**config.mk**
```make
export PLATFORM = sky130hd
export DESIGN_NAME = xge_wb_status_regs_flat
export DESIGN_NICKNAME = d
export VERILOG_FILES = /design/src/rtl/xge_wb_status_regs_pkg.sv /design/src/rtl/xge_wb_status_regs_if.sv /design/src/rtl/xge_wb_status_regs_sat_counter.sv /design/src/rtl/xge_wb_status_regs.sv /design/src/flat_wrapper.sv
export SDC_FILE = /design/constraint.sdc
export NUM_CORES = 1
export LEC_CHECK = 0
export ABC_AREA = 1
export ABC_CLOCK_PERIOD_IN_PS = 4520
export BUFFER_PORTS_ARGS = -buffer_cell sky130_fd_sc_hd__buf_2
export CORE_MARGIN = 2
export CORE_UTILIZATION = 53
export CTS_CLUSTER_DIAMETER = 150
export CTS_CLUSTER_SIZE = 25
export DETAILED_ROUTE_END_ITERATION = 8
export PLACE_DENSITY_LB_ADDON = 0.12
export SETUP_SLACK_MARGIN = 0.5
export SYNTH_ARGS = -nofsm -noshare
export SYNTH_HDL_FRONTEND = slang
export SYNTH_HIERARCHICAL = 1
export SYNTH_SLANG_ARGS = --single-unit
```
**constraint.sdc**
```tcl
create_clock -name wb_clk_i -period 4.52 [get_ports wb_clk_i]
set_clock_uncertainty 0.1 [all_clocks]
set_input_delay 0.904 -clock wb_clk_i [delete_from_list [all_inputs] [get_ports wb_clk_i]]
set_output_delay 0.904 -clock wb_clk_i [all_outputs]
set_load 0.02 [all_outputs]
```
**src/rtl/xge_wb_status_regs_pkg.sv**
```systemverilog
// Shared constants and types for the MAC host status/config register block.
// Latency: n/a (declarations only).
// Backpressure: n/a.
// Contents: register byte addresses, interrupt bit positions, interrupt
// vector type and the Wishbone ack FSM state encoding.
package xge_wb_regs_pkg;

   localparam int NUM_INT = 9;

   // Register byte addresses; only bits [7:2] take part in decode.
   localparam logic [7:0] ADDR_CONFIG      = 8'h00;
   localparam logic [7:0] ADDR_INT_PENDING = 8'h08;
   localparam logic [7:0] ADDR_INT_STATUS  = 8'h0C;
   localparam logic [7:0] ADDR_INT_MASK    = 8'h10;
   localparam logic [7:0] ADDR_CRC_CNT     = 8'h20;
   localparam logic [7:0] ADDR_FRAG_CNT    = 8'h24;

   // Bit positions, identical in INT_PENDING, INT_STATUS and INT_MASK.
   localparam int INT_TXDFIFO_OVFLOW = 0;
   localparam int INT_TXDFIFO_UDFLOW = 1;
   localparam int INT_RXDFIFO_OVFLOW = 2;
   localparam int INT_RXDFIFO_UDFLOW = 3;
   localparam int INT_LOCAL_FAULT    = 4;
   localparam int INT_REMOTE_FAULT   = 5;
   localparam int INT_PAUSE_FRAME_RX = 6;
   localparam int INT_CRC_ERROR      = 7;
   localparam int INT_FRAGMENT_ERROR = 8;

   typedef logic [NUM_INT-1:0] int_vec_t;

   // Ack FSM: plain logic encoding so the state can be probed by legacy tools.
   typedef logic [0:0] ack_state_t;
   localparam ack_state_t ST_IDLE = 1'b0;
   localparam ack_state_t ST_ACK  = 1'b1;

endpackage

```
**src/rtl/xge_wb_status_regs_if.sv**
```systemverilog
// Wishbone B3 classic bus bundle between host and status register block.
// Latency: n/a (wires only).
// Backpressure: slave acks each accepted strobe exactly one cycle later.
// Ports: adr/dat_i/we/stb/cyc driven by the master; dat_o/ack by the slave.
interface xge_wb_status_regs_if #(
   parameter int ADDR_W = 8,
   parameter int DATA_W = 32
);
   logic [ADDR_W-1:0] wb_adr_i;
   logic [DATA_W-1:0] wb_dat_i;
   logic              wb_we_i;
   logic              wb_stb_i;
   logic              wb_cyc_i;
   logic [DATA_W-1:0] wb_dat_o;
   logic              wb_ack_o;

   modport master (
      output wb_adr_i, wb_dat_i, wb_we_i, wb_stb_i, wb_cyc_i,
      input  wb_dat_o, wb_ack_o
   );

   modport slave (
      input  wb_adr_i, wb_dat_i, wb_we_i, wb_stb_i, wb_cyc_i,
      output wb_dat_o, wb_ack_o
   );
endinterface

```
**src/rtl/xge_wb_status_regs_sat_counter.sv**
```systemverilog
// 32-bit saturating event counter with synchronous clear.
// Latency: count visible one cycle after the increment pulse.
// Backpressure: none; an increment coinciding with clear leaves the count at 1.
// Ports: clk_i/rst_i (async active-high), inc_i, clr_i, cnt_o.
module xge_sat_counter (
   input  logic        clk_i,
   input  logic        rst_i,
   input  logic        inc_i,
   input  logic        clr_i,
   output logic [31:0] cnt_o
);
   logic [31:0] cnt_q, cnt_d;

   always_comb begin
      cnt_d = cnt_q;
      if (clr_i) begin
         // Clearing must not swallow an event arriving in the same cycle.
         cnt_d = {31'b0, inc_i};
      end else if (inc_i && (cnt_q != 32'hFFFF_FFFF)) begin
         cnt_d = cnt_q + 32'd1;
      end
   end

   always_ff @(posedge clk_i or posedge rst_i) begin
      if (rst_i) cnt_q <= '0;
      else       cnt_q <= cnt_d;
   end

   assign cnt_o = cnt_q;
endmodule

```
**src/rtl/xge_wb_status_regs.sv**
```systemverilog
// Wishbone B3 slave holding MAC config, sticky interrupt and status registers.
// Latency: request sampled at edge N is acked with read data at N+1; wb_int_o
//          follows pending/mask one cycle later.
// Backpressure: one ack per two cycles; a held strobe re-accepts after a gap.
// Ports: wb_clk_i/wb_rst_i (async active-high), wb (slave modport), status_*
//        event/fault inputs, wb_int_o level interrupt, ctrl_tx_enable.
// Build option: define XGE_WB_STAT_COUNTERS_EN to add CRC/fragment counters
//        at 0x20/0x24; without it those addresses read 0.
module xge_wb_status_regs
   import xge_wb_regs_pkg::*;
#(
   parameter int   ADDR_W    = 8,
   parameter int   DATA_W    = 32,
   parameter logic TX_EN_RST = 1'b1
) (
   input  logic                wb_clk_i,
   input  logic                wb_rst_i,
   xge_wb_status_regs_if.slave wb,
   input  logic                status_crc_error,
   input  logic                status_fragment_error,
   input  logic                status_txdfifo_ovflow,
   input  logic                status_txdfifo_udflow,
   input  logic                status_rxdfifo_ovflow,
   input  logic                status_rxdfifo_udflow,
   input  logic                status_pause_frame_rx,
   input  logic                status_local_fault,
   input  logic                status_remote_fault,
   output logic                wb_int_o,
   output logic                ctrl_tx_enable
);
   ack_state_t        state_q, state_d;
   logic [ADDR_W-1:2] adr_q;
   logic              we_q;
   int_vec_t          wdat_q;
   logic [DATA_W-1:0] rdat_q;
   logic [DATA_W-1:0] rd_mux;
   logic              tx_en_q;
   int_vec_t          mask_q;
   int_vec_t          pend_q, pend_d;
   logic [1:0]        fault_hist_q;
   int_vec_t          live_vec, event_vec;
   logic              int_q;
   logic              accept, ack_cyc, wr_commit, rd_commit;
   logic [5:0]        cur_word, ack_word;
   logic              unused_bits;

   assign accept    = (state_q == ST_IDLE) & wb.wb_cyc_i & wb.wb_stb_i;
   assign ack_cyc   = (state_q == ST_ACK);
   // ACK always falls back to IDLE, which forces the gap between acks.
   assign state_d   = accept ? ST_ACK : ST_IDLE;
   assign wr_commit = ack_cyc & we_q;
   assign rd_commit = ack_cyc & ~we_q;
   assign cur_word  = wb.wb_adr_i[7:2];
   assign ack_word  = adr_q[7:2];

   always_comb begin
      live_vec = '0;
      live_vec[INT_TXDFIFO_OVFLOW] = status_txdfifo_ovflow;
      live_vec[INT_TXDFIFO_UDFLOW] = status_txdfifo_udflow;
      live_vec[INT_RXDFIFO_OVFLOW] = status_rxdfifo_ovflow;
      live_vec[INT_RXDFIFO_UDFLOW] = status_rxdfifo_udflow;
      live_vec[INT_LOCAL_FAULT]    = status_local_fault;
      live_vec[INT_REMOTE_FAULT]   = status_remote_fault;
      live_vec[INT_PAUSE_FRAME_RX] = status_pause_frame_rx;
      live_vec[INT_CRC_ERROR]      = status_crc_error;
      live_vec[INT_FRAGMENT_ERROR] = status_fragment_error;
      // Fault levels interrupt on either edge, not on the level itself.
      event_vec = live_vec;
      event_vec[INT_LOCAL_FAULT]  = status_local_fault  ^ fault_hist_q[0];
      event_vec[INT_REMOTE_FAULT] = status_remote_fault ^ fault_hist_q[1];
   end

`ifdef XGE_WB_STAT_COUNTERS_EN
   logic [31:0] crc_cnt, frag_cnt;
   logic        crc_clr, frag_clr;

   assign crc_clr  = rd_commit & (ack_word == ADDR_CRC_CNT[7:2]);
   assign frag_clr = rd_commit & (ack_word == ADDR_FRAG_CNT[7:2]);

   xge_sat_counter u_crc_cnt (
      .clk_i (wb_clk_i),
      .rst_i (wb_rst_i),
      .inc_i (status_crc_error),
      .clr_i (crc_clr),
      .cnt_o (crc_cnt)
   );

   xge_sat_counter u_frag_cnt (
      .clk_i (wb_clk_i),
      .rst_i (wb_rst_i),
      .inc_i (status_fragment_error),
      .clr_i (frag_clr),
      .cnt_o (frag_cnt)
   );
`endif

   always_comb begin
      rd_mux = '0;
      case (cur_word)
         ADDR_CONFIG[7:2]:      rd_mux[0]           = tx_en_q;
         ADDR_INT_PENDING[7:2]: rd_mux[NUM_INT-1:0] = pend_q;
         ADDR_INT_STATUS[7:2]:  rd_mux[NUM_INT-1:0] = live_vec;
         ADDR_INT_MASK[7:2]:    rd_mux[NUM_INT-1:0] = mask_q;
`ifdef XGE_WB_STAT_COUNTERS_EN
         ADDR_CRC_CNT[7:2]:     rd_mux              = crc_cnt;
         ADDR_FRAG_CNT[7:2]:    rd_mux              = frag_cnt;
`endif
         default:               rd_mux              = '0;
      endcase
   end

   // Read-clear only drops bits that were in the returned snapshot; anything
   // raised since, including this cycle, stays pending.
   always_comb begin
      pend_d = pend_q;
      if (rd_commit && (ack_word == ADDR_INT_PENDING[7:2])) begin
         pend_d = pend_q & ~rdat_q[NUM_INT-1:0];
      end
      pend_d = pend_d | event_vec;
   end

   always_ff @(posedge wb_clk_i or posedge wb_rst_i) begin
      if (wb_rst_i) begin
         state_q      <= ST_IDLE;
         adr_q        <= '0;
         we_q         <= 1'b0;
         wdat_q       <= '0;
         rdat_q       <= '0;
         tx_en_q      <= TX_EN_RST;
         mask_q       <= '0;
         pend_q       <= '0;
         fault_hist_q <= '0;
         int_q        <= 1'b0;
      end else begin
         state_q <= state_d;
         if (accept) begin
            adr_q  <= wb.wb_adr_i[ADDR_W-1:2];
            we_q   <= wb.wb_we_i;
            wdat_q <= wb.wb_dat_i[NUM_INT-1:0];
            rdat_q <= rd_mux;
         end
         if (wr_commit && (ack_word == ADDR_CONFIG[7:2]))   tx_en_q <= wdat_q[0];
         if (wr_commit && (ack_word == ADDR_INT_MASK[7:2])) mask_q  <= wdat_q;
         pend_q       <= pend_d;
         fault_hist_q <= {status_remote_fault, status_local_fault};
         int_q        <= |(pend_q & mask_q);
      end
   end

   assign wb.wb_ack_o    = ack_cyc;
   assign wb.wb_dat_o    = ack_cyc ? rdat_q : '0;
   assign wb_int_o       = int_q;
   assign ctrl_tx_enable = tx_en_q;

   // Byte lanes and upper write-data bits carry no register state.
   assign unused_bits = ^{wb.wb_adr_i[1:0], wb.wb_dat_i[DATA_W-1:NUM_INT]};
endmodule

```
**src/flat_wrapper.sv**
```systemverilog
// flat-port wrapper written by rule: the top's interface ports become plain ports
module xge_wb_status_regs_flat import xge_wb_regs_pkg::*;
#(
   parameter int   ADDR_W    = 8,
   parameter int   DATA_W    = 32,
   parameter logic TX_EN_RST = 1'b1
)
  (wb_clk_i, wb_rst_i, status_crc_error, status_fragment_error, status_txdfifo_ovflow, status_txdfifo_udflow, status_rxdfifo_ovflow, status_rxdfifo_udflow, status_pause_frame_rx, status_local_fault, status_remote_fault, wb_int_o, ctrl_tx_enable, wb_wb_adr_i, wb_wb_dat_i, wb_wb_we_i, wb_wb_stb_i, wb_wb_cyc_i, wb_wb_dat_o, wb_wb_ack_o);
  xge_wb_status_regs_if #(.ADDR_W(ADDR_W), .DATA_W(DATA_W)) wb_i ();
  input  logic wb_clk_i;
  input  logic wb_rst_i;
  input  logic status_crc_error;
  input  logic status_fragment_error;
  input  logic status_txdfifo_ovflow;
  input  logic status_txdfifo_udflow;
  input  logic status_rxdfifo_ovflow;
  input  logic status_rxdfifo_udflow;
  input  logic status_pause_frame_rx;
  input  logic status_local_fault;
  input  logic status_remote_fault;
  output logic wb_int_o;
  output logic ctrl_tx_enable;
  input wire logic [$bits(wb_i.wb_adr_i)-1:0] wb_wb_adr_i;
  input wire logic [$bits(wb_i.wb_dat_i)-1:0] wb_wb_dat_i;
  input wire logic [$bits(wb_i.wb_we_i)-1:0] wb_wb_we_i;
  input wire logic [$bits(wb_i.wb_stb_i)-1:0] wb_wb_stb_i;
  input wire logic [$bits(wb_i.wb_cyc_i)-1:0] wb_wb_cyc_i;
  output wire logic [$bits(wb_i.wb_dat_o)-1:0] wb_wb_dat_o;
  output wire logic [$bits(wb_i.wb_ack_o)-1:0] wb_wb_ack_o;
  assign wb_i.wb_adr_i = wb_wb_adr_i;
  assign wb_i.wb_dat_i = wb_wb_dat_i;
  assign wb_i.wb_we_i = wb_wb_we_i;
  assign wb_i.wb_stb_i = wb_wb_stb_i;
  assign wb_i.wb_cyc_i = wb_wb_cyc_i;
  assign wb_wb_dat_o = wb_i.wb_dat_o;
  assign wb_wb_ack_o = wb_i.wb_ack_o;
  xge_wb_status_regs #(.ADDR_W(ADDR_W), .DATA_W(DATA_W), .TX_EN_RST(TX_EN_RST)) u_core (.wb_clk_i(wb_clk_i), .wb_rst_i(wb_rst_i), .wb(wb_i), .status_crc_error(status_crc_error), .status_fragment_error(status_fragment_error), .status_txdfifo_ovflow(status_txdfifo_ovflow), .status_txdfifo_udflow(status_txdfifo_udflow), .status_rxdfifo_ovflow(status_rxdfifo_ovflow), .status_rxdfifo_udflow(status_rxdfifo_udflow), .status_pause_frame_rx(status_pause_frame_rx), .status_local_fault(status_local_fault), .status_remote_fault(status_remote_fault), .wb_int_o(wb_int_o), .ctrl_tx_enable(ctrl_tx_enable));
endmodule
```
## Word level (Yosys, flattened, before mapping)

Index checks and enable logic that the tools add are counted.

| word-level totals | value |
|---|---|
| register bits | 48 |
| bits of input ports | 54 |
| output and inout bits | 35 |
| word-level logic and storage cells | 38 |

| cells by class | value |
|---|---|
| equality and inequality tests | 5 |
| mux-type cells | 5 |
| bitwise operators | 12 |
| reduce and logical (&&, ||, !) cells | 6 |

Operator list:

| operator | number |
|---|---|
| $pmux 8 s3 | 1 |
| $and 9x9->9 | 2 |
| $eq 6x2->1 const B | 3 |
| $mux 9 | 2 |
| $eq 6x3->1 const B | 2 |
| $logic_not 6->1 | 2 |
| $not 9->9 | 1 |
| $or 9x9->9 | 1 |
| $reduce_or 9->1 | 1 |
| $and 1x1->1 | 4 |
| $pmux 1 s4 | 1 |
| $logic_and 1x1->1 | 3 |
| $not 1->1 | 2 |
| $xor 1x1->1 | 2 |
| $mux 1 | 1 |

## Depth between registers and ports, before layout

Gate-level depths: netlist (run 1).

| depth | value |
|---|---|
| depth in word-level cells | 5 |
| depth in mapped cells | 8 |
| depth with buffers taken out | 8 |

## Worst setup path before layout (run 1)

Ideal clock, no wire load.

| timing | value |
|---|---|
| path type | reg-to-output |
| start | register u_core.state_q (netlist: u_core/wb.wb_ack_o) |
| end | output port wb_wb_dat_o[1] |
| arrival time | 850 ps |
| data required time | 3516 ps |
| setup slack | 2666 ps |
| cell stages (with the launch flop) | 4 |
| buffers on the path | 1 |
| cells stage by stage | dfrtp_1 buf_4 nand2_1 inv_1 |

| between the ends | value |
|---|---|
| word-level cells in the longest chain between the ends | 1 |

RTL lines:

| what | RTL line | source |
|---|---|---|
| start, declared | xge_wb_status_regs.sv:31 | `ack_state_t state_q, state_d;` |
| start signal, assigned | xge_wb_status_regs.sv:135 | `state_q <= state_d;` |
| $mux 9 | xge_wb_status_regs.sv:151 | `assign wb.wb_dat_o = ack_cyc ? rdat_q : '0;` |
| end, declared | flat_wrapper.sv:28 | `output wire logic [$bits(wb_i.wb_dat_o)-1:0] wb_wb_dat_o;` |

No other way between the ends.

## Worst setup path after layout (run 1)

| timing | value |
|---|---|
| start | register u_core.state_q (netlist: u_core/wb.wb_ack_o) |
| end | register u_core.rdat_q[0] |

| between the ends | value |
|---|---|
| word-level cells in the longest chain between the ends | 3 |

RTL lines:

| what | RTL line | source |
|---|---|---|
| $not 1->1 | xge_wb_status_regs.sv:47 | `assign accept = (state_q == ST_IDLE) & wb.wb_cyc_i & wb.wb_stb_i;` |
| $and 1x1->1 (2 in series) | xge_wb_status_regs.sv:47 |  |
| end signal, assigned | xge_wb_status_regs.sv:140 | `rdat_q <= rd_mux;` |
| end, declared | xge_wb_status_regs.sv:35 | `logic [DATA_W-1:0] rdat_q;` |

No other way between the ends.
A chain may end at the register's enable or synchronous reset.

==> results of run 1 <==
==> stage by stage <==
step	area [sq um]	setup WS [ps]	total power, mW
global route	2750	1820	1.04
global placement	2620	1870	0.663
finish	2750	2170	0.987
CTS	2750	2140	0.995
detailed placement	2620	1870	0.667
floorplan	2580	2370	0.635
==> sequential cells by signal, indices dropped and copies added (netlist names) <==
signal,cells
u_core/ack_word,6
u_core/ctrl_tx_enable,1
u_core/fault_hist_q,2
u_core/mask_q,9
u_core/pend_q,9
u_core/rdat_q,9
u_core/wb.wb_ack_o,1
u_core/wb_int_o,1
u_core/wdat_q,9
u_core/we_q,1
==> Yosys cell counts (2+ instances only) <==
master	number	area, sq um
sky130_fd_sc_hd__xnor2_1	2	17.5
sky130_fd_sc_hd__nand2_2	2	12.5
sky130_fd_sc_hd__buf_4	24	180
sky130_fd_sc_hd__nand3_1	10	50.1
sky130_fd_sc_hd__buf_2	6	30.0
sky130_fd_sc_hd__nand4_1	17	106
sky130_fd_sc_hd__o21ai_2	9	78.8
sky130_fd_sc_hd__nand2_1	105	394
sky130_fd_sc_hd__nor2_2	3	18.8
sky130_fd_sc_hd__nand3_2	2	20.0
sky130_fd_sc_hd__inv_1	45	169
sky130_fd_sc_hd__o21ai_0	23	115
sky130_fd_sc_hd__nor2_1	9	33.8
sky130_fd_sc_hd__dfrtp_1	47	1180
==> cell families (layout without fill, tap and decap cells) <==
| group | Yosys count | count (layout) | share of synthesized area (%) |
|---|---|---|---|
| AND/OR/NAND/NOR | 151 | 151 | 26.9 |
| other | 1 | 23 | 0.150 |
| XOR/XNOR | 2 | 2 | 0.701 |
| flip-flops | 48 | 48 | 48.1 |
| buffers and inverters | 78 | 94 | 15.9 |
| AO/OA/AOI/OAI | 34 | 34 | 8.26 |
==> report_power, final <==
part           leakage, nW  internal, mW  total [mW]  switching [mW]
Combinational        0.850        0.0489       0.157           0.108
Sequential           0.582         0.474       0.502          0.0275
Clock               0.0645         0.195       0.329           0.133
Total                 1.50         0.718       0.987           0.269
==> layout make-up <==
cell class / count / area share (%)
Sequential cell: 48 / 43.7
Inverter: 46 / 6.28
Timing Repair Buffer: 40 / 7.28
Multi-Input combinational cell: 210 / 35.7
Clock inverter: 1 / 1.09
Clock buffer: 7 / 3.50
Tap cell: 52 / 2.37
==> layer usage <==
| metal | wire length [um] | track usage [%] |
|---|---|---|
| met3 | 256 | 3.59 |
| met1 | 2250 | 27.6 |
| met2 | 2170 | 32.5 |
| met5 | 0 | 0 |
| met4 | 32 | 4.94 |
==> worst paths after layout <==
| kind | startpoint | end | slack, ps | cells past startpoint |
|---|---|---|---|---|
| max in group asynchronous | wb_rst_i | u_core/pend_q[1] | 3000 | 2 |
| min | u_core/fault_hist_q[1] | u_core/pend_q[5] | 390 | 2 |
| max | u_core/wb.wb_ack_o | u_core/rdat_q[0] | 2170 | 6 |
| min reg2reg | u_core/fault_hist_q[1] | u_core/pend_q[5] | 390 | 2 |
| min in group asynchronous | wb_rst_i | u_core/ack_word[3] | 720 | 2 |
| max reg2reg | u_core/wb.wb_ack_o | u_core/rdat_q[0] | 2170 | 6 |
==> worst min-delay path: stages, from the launching register on <==
cell and delay (ps):
sky130_fd_sc_hd__dfrtp_1 350, sky130_fd_sc_hd__xnor2_1 60, sky130_fd_sc_hd__nand2_1 50
==> reports/summary.json, run 1 <==
{
  "worst_setup_path": {
    "most_common_cell_on_crit_path": "sky130_fd_sc_hd__inv_1",
    "critical-path-max-stage-delay_ps": 800,
    "critPathTopFamily": "buffers and inverters",
    "worstPathBufferInverterCount": 3,
    "arrival_ps": 2430,
    "timing.critical_path.to_type": "flip-flop",
    "crit_chain": "inv_2, nand3_2, inv_1, nand3_1, nand2_1, inv_1",
    "cp_max_fo": 31,
    "worst_ep_required_time_ps": 4610,
    "cp_slowest_cell": "sky130_fd_sc_hd__inv_1",
    "worstSetupPathType": "flip-flop to flip-flop",
    "setup.worst_path.start_class": "flip-flop"
  },
  "sta": {
    "fmax_mhz": 426,
    "fin_setup_tns_ps": 0,
    "tightest_slew_ps": 949,
    "hold_slack_ps": 389,
    "grt_setup_unrepaired": "false",
    "timing.slew.headroom_pct": 36.7,
    "finalCriticalPeriod_ps": 2350,
    "setup_viol": 0,
    "hold_violations": 0,
    "timing_max_transition_violations_final": 0,
    "final.period_utilization_pct": 51.9
  },
  "final_layout": {
    "finish.utilization_pct": 61.9,
    "count_of_inserted_antenna_diode_cells": 0,
    "areaGrowthSynthToFinish_pct": 9.96,
    "finalNetCount": 405,
    "filler_cell_count": 429,
    "layout_commonest_cell": "sky130_fd_sc_hd__nand2_1",
    "layout.cells.non_filler": 404,
    "area_used_by_multi_input_combinational_logic_sq_um": 982,
    "seq_area_sq_um": 1200,
    "drive_gt1_share_pct": 19.9,
    "layout_common_cells": "sky130_fd_sc_hd__nand2_1 (105), sky130_fd_sc_hd__dfrtp_1 (47), sky130_fd_sc_hd__inv_1 (44)"
  },
  "clocking": {
    "cts_root_buf": "sky130_fd_sc_hd__clkbuf_8",
    "clock_path_buffers": 2,
    "cts_htree_levels": 2,
    "cts_buffers": 5,
    "clk_pin_slew_ps": 90,
    "post_cts_hold_buffer_count": 0,
    "cts_resized": 0,
    "clock_latency_ps": 290,
    "cts.sink_count": 48,
    "tritoncts": "built",
    "count_of_buffers_added_by_post_cts_timing_repair_for_setup": 0
  },
  "grt": {
    "grt_pass1_vias": 1807,
    "antenna_found_initial": 0,
    "grt_start_max_net_pins": 49,
    "grt_pass1_wl_mm": 8.20,
    "grt_remaining_overflow": 0,
    "global_route.usage.total_pct": 19.9
  },
  "die": {
    "core_area_sq_um": 4440,
    "die_w_um": 72.7,
    "placementRows": 24,
    "floorplan.initialDensity_pct": 56.3,
    "die_height_um": 72.7,
    "total_die_area_sq_um": 5280,
    "pin_count": 89
  },
  "detailed_routing": {
    "drc": 0,
    "detail_route.vias_per_cell": 4.88,
    "first_pass_iters": 4,
    "initial_detailed_routing_violation_count": 95,
    "route.vias.total": 1972,
    "avgRoutedWirePerCell_um": 11.7,
    "route.antenna.remaining_nets": 0,
    "routed_wirelength_mm": 4.72
  },
  "run_status": {
    "run_status": "finished, final reports clean"
  },
  "synthesis": {
    "ys_ff_latch": 48,
    "yosysSeqAreaShare_pct": 48.1,
    "synth_cell_type_count": 24,
    "syn-mean-instance-area_sq_um": 7.96,
    "synth_async_reset_ratio_pct": 100,
    "syn-cell-area_sq_um": 2500,
    "postSynth.topFlopCell": "sky130_fd_sc_hd__dfrtp_1",
    "post_synth_inst_count": 314,
    "yosys_warnings": 6,
    "synth_edf_count": 0
  },
  "power": {
    "power_density_nw_per_um2": 359,
    "cellLeakagePower_nw": 1.50,
    "max-vdd-ir-drop_mv": 0.228
  },
  "worst_hold_path": {
    "hold_path_class": "flip-flop to flip-flop"
  },
  "placed_design": {
    "numPlacedInstances": 396,
    "io_buffers": 40,
    "place.gp.congestion": 0.818,
    "dpl_hpwl_mm": 3.34
  },
  "job": {
    "drv.max_cap_violation_count": 0
  }
}
(Power assumes the default switching activity.)
==> inputs of run 2 (changes only) <==
--- a/config.mk
+++ b/config.mk
@@ -5,11 +5,11 @@
 export SDC_FILE = /design/constraint.sdc
 export NUM_CORES = 1
 export LEC_CHECK = 0
-export ABC_AREA = 1
-export ABC_CLOCK_PERIOD_IN_PS = 4520
+export ABC_AREA = 0
+export ABC_CLOCK_PERIOD_IN_PS = 2400
 export BUFFER_PORTS_ARGS = -buffer_cell sky130_fd_sc_hd__buf_2
 export CORE_MARGIN = 2
-export CORE_UTILIZATION = 53
+export CORE_UTILIZATION = 50
 export CTS_CLUSTER_DIAMETER = 150
 export CTS_CLUSTER_SIZE = 25
 export DETAILED_ROUTE_END_ITERATION = 8
==> constraint.sdc (replaced) <==
create_clock -name wb_clk_i -period 2.4 [get_ports wb_clk_i]
set_clock_uncertainty 0.1 [all_clocks]
set_input_delay 0.48 -clock wb_clk_i [delete_from_list [all_inputs] [get_ports wb_clk_i]]
set_output_delay 0.48 -clock wb_clk_i [all_outputs]
set_load 0.02 [all_outputs]
==> run 2 against run 1 <==
Net effect:
- largest cell class unchanged
- critical endpoint is now wb_wb_dat_o[0]
- sequential power grew 87%
- final cell count shrank 11%
- clock-buffer cell count increased by 1
- cell area up 1.8%
- global-route usage grew 0.60 points
- clock power is 49% higher
- synthesized area rose by 1.1%
- via count down 7.6%
- synthesized cell count fell by 19%
==> reports/summary.json, run 2 <==
{
  "run_status": {
    "run_status": "finished, final reports clean"
  },
  "die": {
    "floorplan.initialDensity_pct": 52.8,
    "die_height_um": 75.1,
    "total_die_area_sq_um": 5640,
    "die_w_um": 75.1,
    "core_area_sq_um": 4790,
    "placementRows": 25,
    "pin_count": 89
  },
  "final_layout": {
    "finalNetCount": 346,
    "areaGrowthSynthToFinish_pct": 10.7,
    "layout.cells.non_filler": 360,
    "finish.utilization_pct": 58.5,
    "post-route-cell-area_sq_um": 2800,
    "filler_cell_count": 444,
    "layout_common_cells": "sky130_fd_sc_hd__nand2_1 (57), sky130_fd_sc_hd__dfrtp_1 (47), sky130_fd_sc_hd__buf_2 (40)",
    "layout_commonest_cell": "sky130_fd_sc_hd__nand2_1",
    "drive_gt1_share_pct": 24.6,
    "count_of_inserted_antenna_diode_cells": 0
  },
  "sta": {
    "setup_viol": 0,
    "timing.slew.headroom_pct": 51.9,
    "finalCriticalPeriod_ps": 1760,
    "final.period_utilization_pct": 73.1,
    "hold_slack_ps": 221,
    "tightest_slew_ps": 716,
    "grt_setup_unrepaired": "false",
    "timing_max_transition_violations_final": 0,
    "timing.final.ws_setup_ps": 645,
    "hold_violations": 0,
    "fin_setup_tns_ps": 0,
    "fmax_mhz": 570
  },
  "job": {
    "drv.max_cap_violation_count": 0
  },
  "detailed_routing": {
    "routed_wirelength_mm": 5.08,
    "route.antenna.remaining_nets": 0,
    "drc": 0,
    "detail_route.vias_per_cell": 5.06,
    "avgRoutedWirePerCell_um": 14.1,
    "initial_detailed_routing_violation_count": 170,
    "first_pass_iters": 4,
    "route.vias.total": 1823
  },
  "worst_setup_path": {
    "cp_max_fo": 13,
    "worst_ep_required_time_ps": 1820,
    "arrival_ps": 1180,
    "timing.critical_path.to_type": "output port",
    "worstSetupPathType": "flip-flop to output port",
    "setup.worst_path.start_class": "flip-flop"
  },
  "clocking": {
    "post_cts_hold_buffer_count": 0,
    "cts_resized": 0,
    "cts_buffers": 5,
    "cts_root_buf": "sky130_fd_sc_hd__clkbuf_8",
    "count_of_buffers_added_by_post_cts_timing_repair_for_setup": 0,
    "clock_path_buffers": 2,
    "tritoncts": "built",
    "clk_pin_slew_ps": 80,
    "cts_htree_levels": 2,
    "clock_latency_ps": 290,
    "cts.sink_count": 48
  },
  "power": {
    "internal_power_mw": 1.23,
    "clock_power_share_pct": 28.8,
    "p_sw_uw": 478,
    "netSwitchingFraction_pct": 28.0,
    "max-vdd-ir-drop_mv": 0.398,
    "report.power.total_mw": 1.71,
    "cellLeakagePower_nw": 1.37,
    "share_comb_of_total_power_pct": 16.3,
    "seqPwrFrac_pct": 54.9,
    "power_density_nw_per_um2": 610
  },
  "placed_design": {
    "numPlacedInstances": 352,
    "dpl_hpwl_mm": 3.54,
    "place.gp.congestion": 0.734,
    "pre_cts_slack_ps": 556,
    "dpl_cell_area_sq_um": 2710,
    "io_buffers": 40
  },
  "synthesis": {
    "synthMostInstantiatedCell": "sky130_fd_sc_hd__nand2_1",
    "post_synth_inst_count": 253,
    "ys_ff_latch": 48,
    "synth.largest_area_cell": "sky130_fd_sc_hd__dfrtp_1",
    "synth_top_cells_by_area": "sky130_fd_sc_hd__dfrtp_1 (47%), sky130_fd_sc_hd__nand2_1 (8.5%), sky130_fd_sc_hd__buf_4 (7.1%)",
    "synth_edf_count": 0,
    "syn-mean-instance-area_sq_um": 9.99,
    "syn-cell-area_sq_um": 2530,
    "synth_async_reset_ratio_pct": 100,
    "postSynth.topFlopCell": "sky130_fd_sc_hd__dfrtp_1",
    "yosysSeqAreaShare_pct": 47.6,
    "yosys_warnings": 6,
    "yosys-top-cells-count": "sky130_fd_sc_hd__nand2_1 (57), sky130_fd_sc_hd__dfrtp_1 (47), sky130_fd_sc_hd__buf_4 (24)",
    "synth_cell_type_count": 38,
    "post-synth-top-area-fraction_pct": 46.5
  },
  "grt": {
    "grt_remaining_overflow": 0,
    "grt_pass1_vias": 1715,
    "grt_pass1_wl_mm": 8.60,
    "antenna_found_initial": 0,
    "grt_start_max_net_pins": 49,
    "global_route.usage.total_pct": 20.5
  },
  "worst_hold_path": {
    "hold_path_class": "input pin to flip-flop"
  }
}
-- run 2: layout make-up --
| cell class | instances | area [sq um] | area share (%) |
|---|---|---|---|
| timing repair buffer | 45 | 238 | 8.50 |
| multi-input combinational | 189 | 1170 | 41.9 |
| tap | 67 | 83.8 | 3.00 |
| sequential | 48 | 1200 | 43.0 |
| inverter | 3 | 11.3 | 0.403 |
| clock buffer | 8 | 90.1 | 3.22 |
-- run 2: critical path, stage by stage, from the launching register on --
cell and delay [ps]:
sky130_fd_sc_hd__dfrtp_1 540, sky130_fd_sc_hd__and2_1 180, sky130_fd_sc_hd__buf_2 160
-- run 2: layer usage --
| metal | GRT usage (%) | vias up | routed length (um) |
|---|---|---|---|
| met5 | 0 | - | 0 |
| met4 | 6.55 | 0 | 29 |
| met3 | 4.42 | 2 | 269 |
| met2 | 30.8 | 52 | 2200 |
| met1 | 29.7 | 856 | 2580 |
| li1 | - | 913 | - |
-- run 2: cell families (layout without fill, tap and decap cells) --
group	count (synthesis)	in the layout	synth area share [%]
AND/OR/NAND/NOR	111	111	24.9
AO/OA/AOI/OAI	42	42	12.4
flip-flops	48	48	47.6
XOR/XNOR	2	2	0.693
buffers and inverters	38	56	9.31
multiplexers	11	11	5.00
other	1	23	0.148
-- run 2: path summary, 6_finish.rpt --
path | startpoint | endpoint | slack (ps) | depth (start not counted)
max in group asynchronous | wb_rst_i | u_core/ack_word[5] | 1570 | 3
max reg2reg | u_core/ack_word[2] | u_core/ctrl_tx_enable | 670 | 3
max | u_core/wb.wb_ack_o | wb_wb_dat_o[0] | 640 | 2
min reg2reg | u_core/wdat_q[1] | u_core/wdat_q[1] | 380 | 2
min | status_local_fault | u_core/fault_hist_q[0] | 220 | 1
min in group asynchronous | wb_rst_i | u_core/wdat_q[5] | 230 | 3
-- run 2: power groups by stage --
stage	clock network, mW	logic, mW	registers, mW
global route	0.538	0.314	0.950
floorplan	0	0.217	0.954
finish	0.491	0.278	0.937
detailed placement	0	0.281	0.955
global placement	0	0.280	0.950
CTS	0.507	0.282	0.939
==> inputs of run 3 (changes only) <==
--- a/config.mk
+++ b/config.mk
@@ -6,7 +6,7 @@
 export NUM_CORES = 1
 export LEC_CHECK = 0
 export ABC_AREA = 0
-export ABC_CLOCK_PERIOD_IN_PS = 2400
+export ABC_CLOCK_PERIOD_IN_PS = 1750
 export BUFFER_PORTS_ARGS = -buffer_cell sky130_fd_sc_hd__buf_2
 export CORE_MARGIN = 2
 export CORE_UTILIZATION = 50
==> constraint.sdc (replaced) <==
create_clock -name wb_clk_i -period 1.75 [get_ports wb_clk_i]
set_clock_uncertainty 0.1 [all_clocks]
set_input_delay 0.35 -clock wb_clk_i [delete_from_list [all_inputs] [get_ports wb_clk_i]]
set_output_delay 0.35 -clock wb_clk_i [all_outputs]
set_load 0.02 [all_outputs]
==> run 3 against run 2 <==
Net effect:
- sequential power is 41% higher
- wire length is 23% higher
- final cell count is 6.7% higher
- critical path type unchanged
- largest cell class is now multi-input gates
==> reports/summary.json, run 3 (synthesized netlist as in run 2, its figures left out) <==
{
  "die": {
    "total_die_area_sq_um": 5640,
    "die_w_um": 75.1,
    "placementRows": 25,
    "core_area_sq_um": 4790,
    "pin_count": 89,
    "floorplan.initialDensity_pct": 52.8,
    "die_height_um": 75.1
  },
  "sta": {
    "fin_setup_tns_ps": 0,
    "timing_max_transition_violations_final": 0,
    "hold_slack_ps": 84.4,
    "hold_violations": 0,
    "grt_setup_unrepaired": "true",
    "final.period_utilization_pct": 91.6,
    "fmax_mhz": 624,
    "setup_viol": 0,
    "finalCriticalPeriod_ps": 1600
  },
  "worst_setup_path": {
    "most_common_cell_on_crit_path": "sky130_fd_sc_hd__buf_6",
    "arrival_ps": 1150,
    "worst_ep_required_time_ps": 1300,
    "setup.worst_path.start_class": "flip-flop",
    "worstSetupPathType": "flip-flop to output port",
    "critical-path-max-stage-delay_ps": 440,
    "cp_max_fo": 8,
    "cp_slowest_cell": "sky130_fd_sc_hd__dfrtp_2",
    "timing.critical_path.to_type": "output port",
    "crit_chain": "buf_6, and2_4, buf_6"
  },
  "clocking": {
    "clock_latency_ps": 300,
    "clk_pin_slew_ps": 90,
    "cts_buffers": 5,
    "cts_root_buf": "sky130_fd_sc_hd__clkbuf_8",
    "cts_htree_levels": 2,
    "clock_path_buffers": 2,
    "cts.sink_count": 48,
    "tritoncts": "built"
  },
  "placed_design": {
    "io_buffers": 40,
    "dpl_hpwl_mm": 3.81,
    "place.gp.congestion": 0.775
  },
  "detailed_routing": {
    "drc": 0,
    "route.vias.total": 2023,
    "avgRoutedWirePerCell_um": 16.3,
    "detail_route.vias_per_cell": 5.27,
    "routed_wirelength_mm": 6.26,
    "route.antenna.remaining_nets": 0,
    "initial_detailed_routing_violation_count": 113,
    "first_pass_iters": 4
  },
  "final_layout": {
    "count_of_inserted_antenna_diode_cells": 0,
    "area_used_by_multi_input_combinational_logic_sq_um": 1370,
    "seq_area_sq_um": 1210,
    "layout_common_cells": "sky130_fd_sc_hd__dfrtp_1 (44), sky130_fd_sc_hd__nand2_1 (30), sky130_fd_sc_hd__buf_2 (28)",
    "finish.utilization_pct": 71.6,
    "areaGrowthSynthToFinish_pct": 35.6,
    "finalNetCount": 370,
    "drive_gt1_share_pct": 44.2,
    "filler_cell_count": 369,
    "layout_commonest_cell": "sky130_fd_sc_hd__dfrtp_1"
  },
  "grt": {
    "grt_pass1_vias": 1831,
    "grt_pass1_wl_mm": 9.54,
    "global_route.usage.total_pct": 23.3,
    "grt_start_max_net_pins": 31,
    "antenna_found_initial": 0,
    "grt_remaining_overflow": 0
  },
  "run_status": {
    "run_status": "finished, final reports clean"
  },
  "power": {
    "report.power.total_mw": 2.71,
    "power_density_nw_per_um2": 790,
    "max-vdd-ir-drop_mv": 0.877,
    "cellLeakagePower_nw": 1.61
  },
  "worst_hold_path": {
    "hold_path_class": "input pin to flip-flop"
  },
  "job": {
    "drv.max_cap_violation_count": 0
  }
}
[run 3: metrics by stage]
stage | instance area (sq um) | worst slack, ps | instances
final | 3430 | 146 | 384
after global placement | 2800 | 197 | 359
after floorplan | 2690 | 318 | 275
after global routing | 3430 | 119 | 384
after detailed placement | 2800 | 193 | 359
after CTS | 3260 | 137 | 380
[run 3: final cells by class]
cell class / instances / share of cell area (%)
inverter: 3 / 0.803
sequential: 48 / 35.2
tap: 67 / 2.45
clock inverter: 2 / 1.02
multi-input combinational: 190 / 39.9
timing repair buffer: 68 / 18.6
clock buffer: 6 / 2.12
[run 3: worst max-delay path, delay by kind of cell (launching register included)]
kind	cells	cell delay (ps)
buf+inv	2	260
flops	1	440
simple gates	1	160
[run 3: what timing repair did]
| action | CTS | global route |
|---|---|---|
| hold buffers | 1 | 0 |
| endpoints found under the hold margin | 18 | 0 |
| cloned | 4 | 2 |
| setup buffers | 8 | 2 |
| resized for setup | 60 | 30 |
| endpoints found under the setup margin | 57 | 58 |
| pin swaps | 5 | 32 |
[run 3: final timing paths]
kind                                          from                      to  slack (ps)  cells past startpoint
worst min-delay path            status_local_fault  u_core/fault_hist_q[0]          80                      1
worst max register to register  u_core/ack_word[3]        u_core/pend_q[7]         200                      4
min in group asynchronous                 wb_rst_i        u_core/rdat_q[1]         530                      4
worst max-delay path            u_core/wb.wb_ack_o          wb_wb_dat_o[3]         150                      3
max in group asynchronous                 wb_rst_i   u_core/ctrl_tx_enable         640                      4
worst min register to register    u_core/wdat_q[6]        u_core/wdat_q[6]         380                      2
[run 3: routing by layer]
metal | wire length [um] | track usage [%] | share of wire, % | vias up
met5 | 0 | 0 | 0 | -
met2 | 3040 | 36.0 | 49 | 65
met3 | 355 | 6.02 | 5.7 | 6
met1 | 2810 | 32.9 | 45 | 989
li1 | - | - | - | 963
met4 | 46 | 5.75 | 0.74 | 0
[run 3: power breakdown]
part / leakage [nW] / internal (mW) / switching [mW] / total (mW)
sequential: 0.582 / 1.21 / 0.107 / 1.32
clock: 0.0552 / 0.425 / 0.375 / 0.800
combinational: 0.974 / 0.283 / 0.303 / 0.586
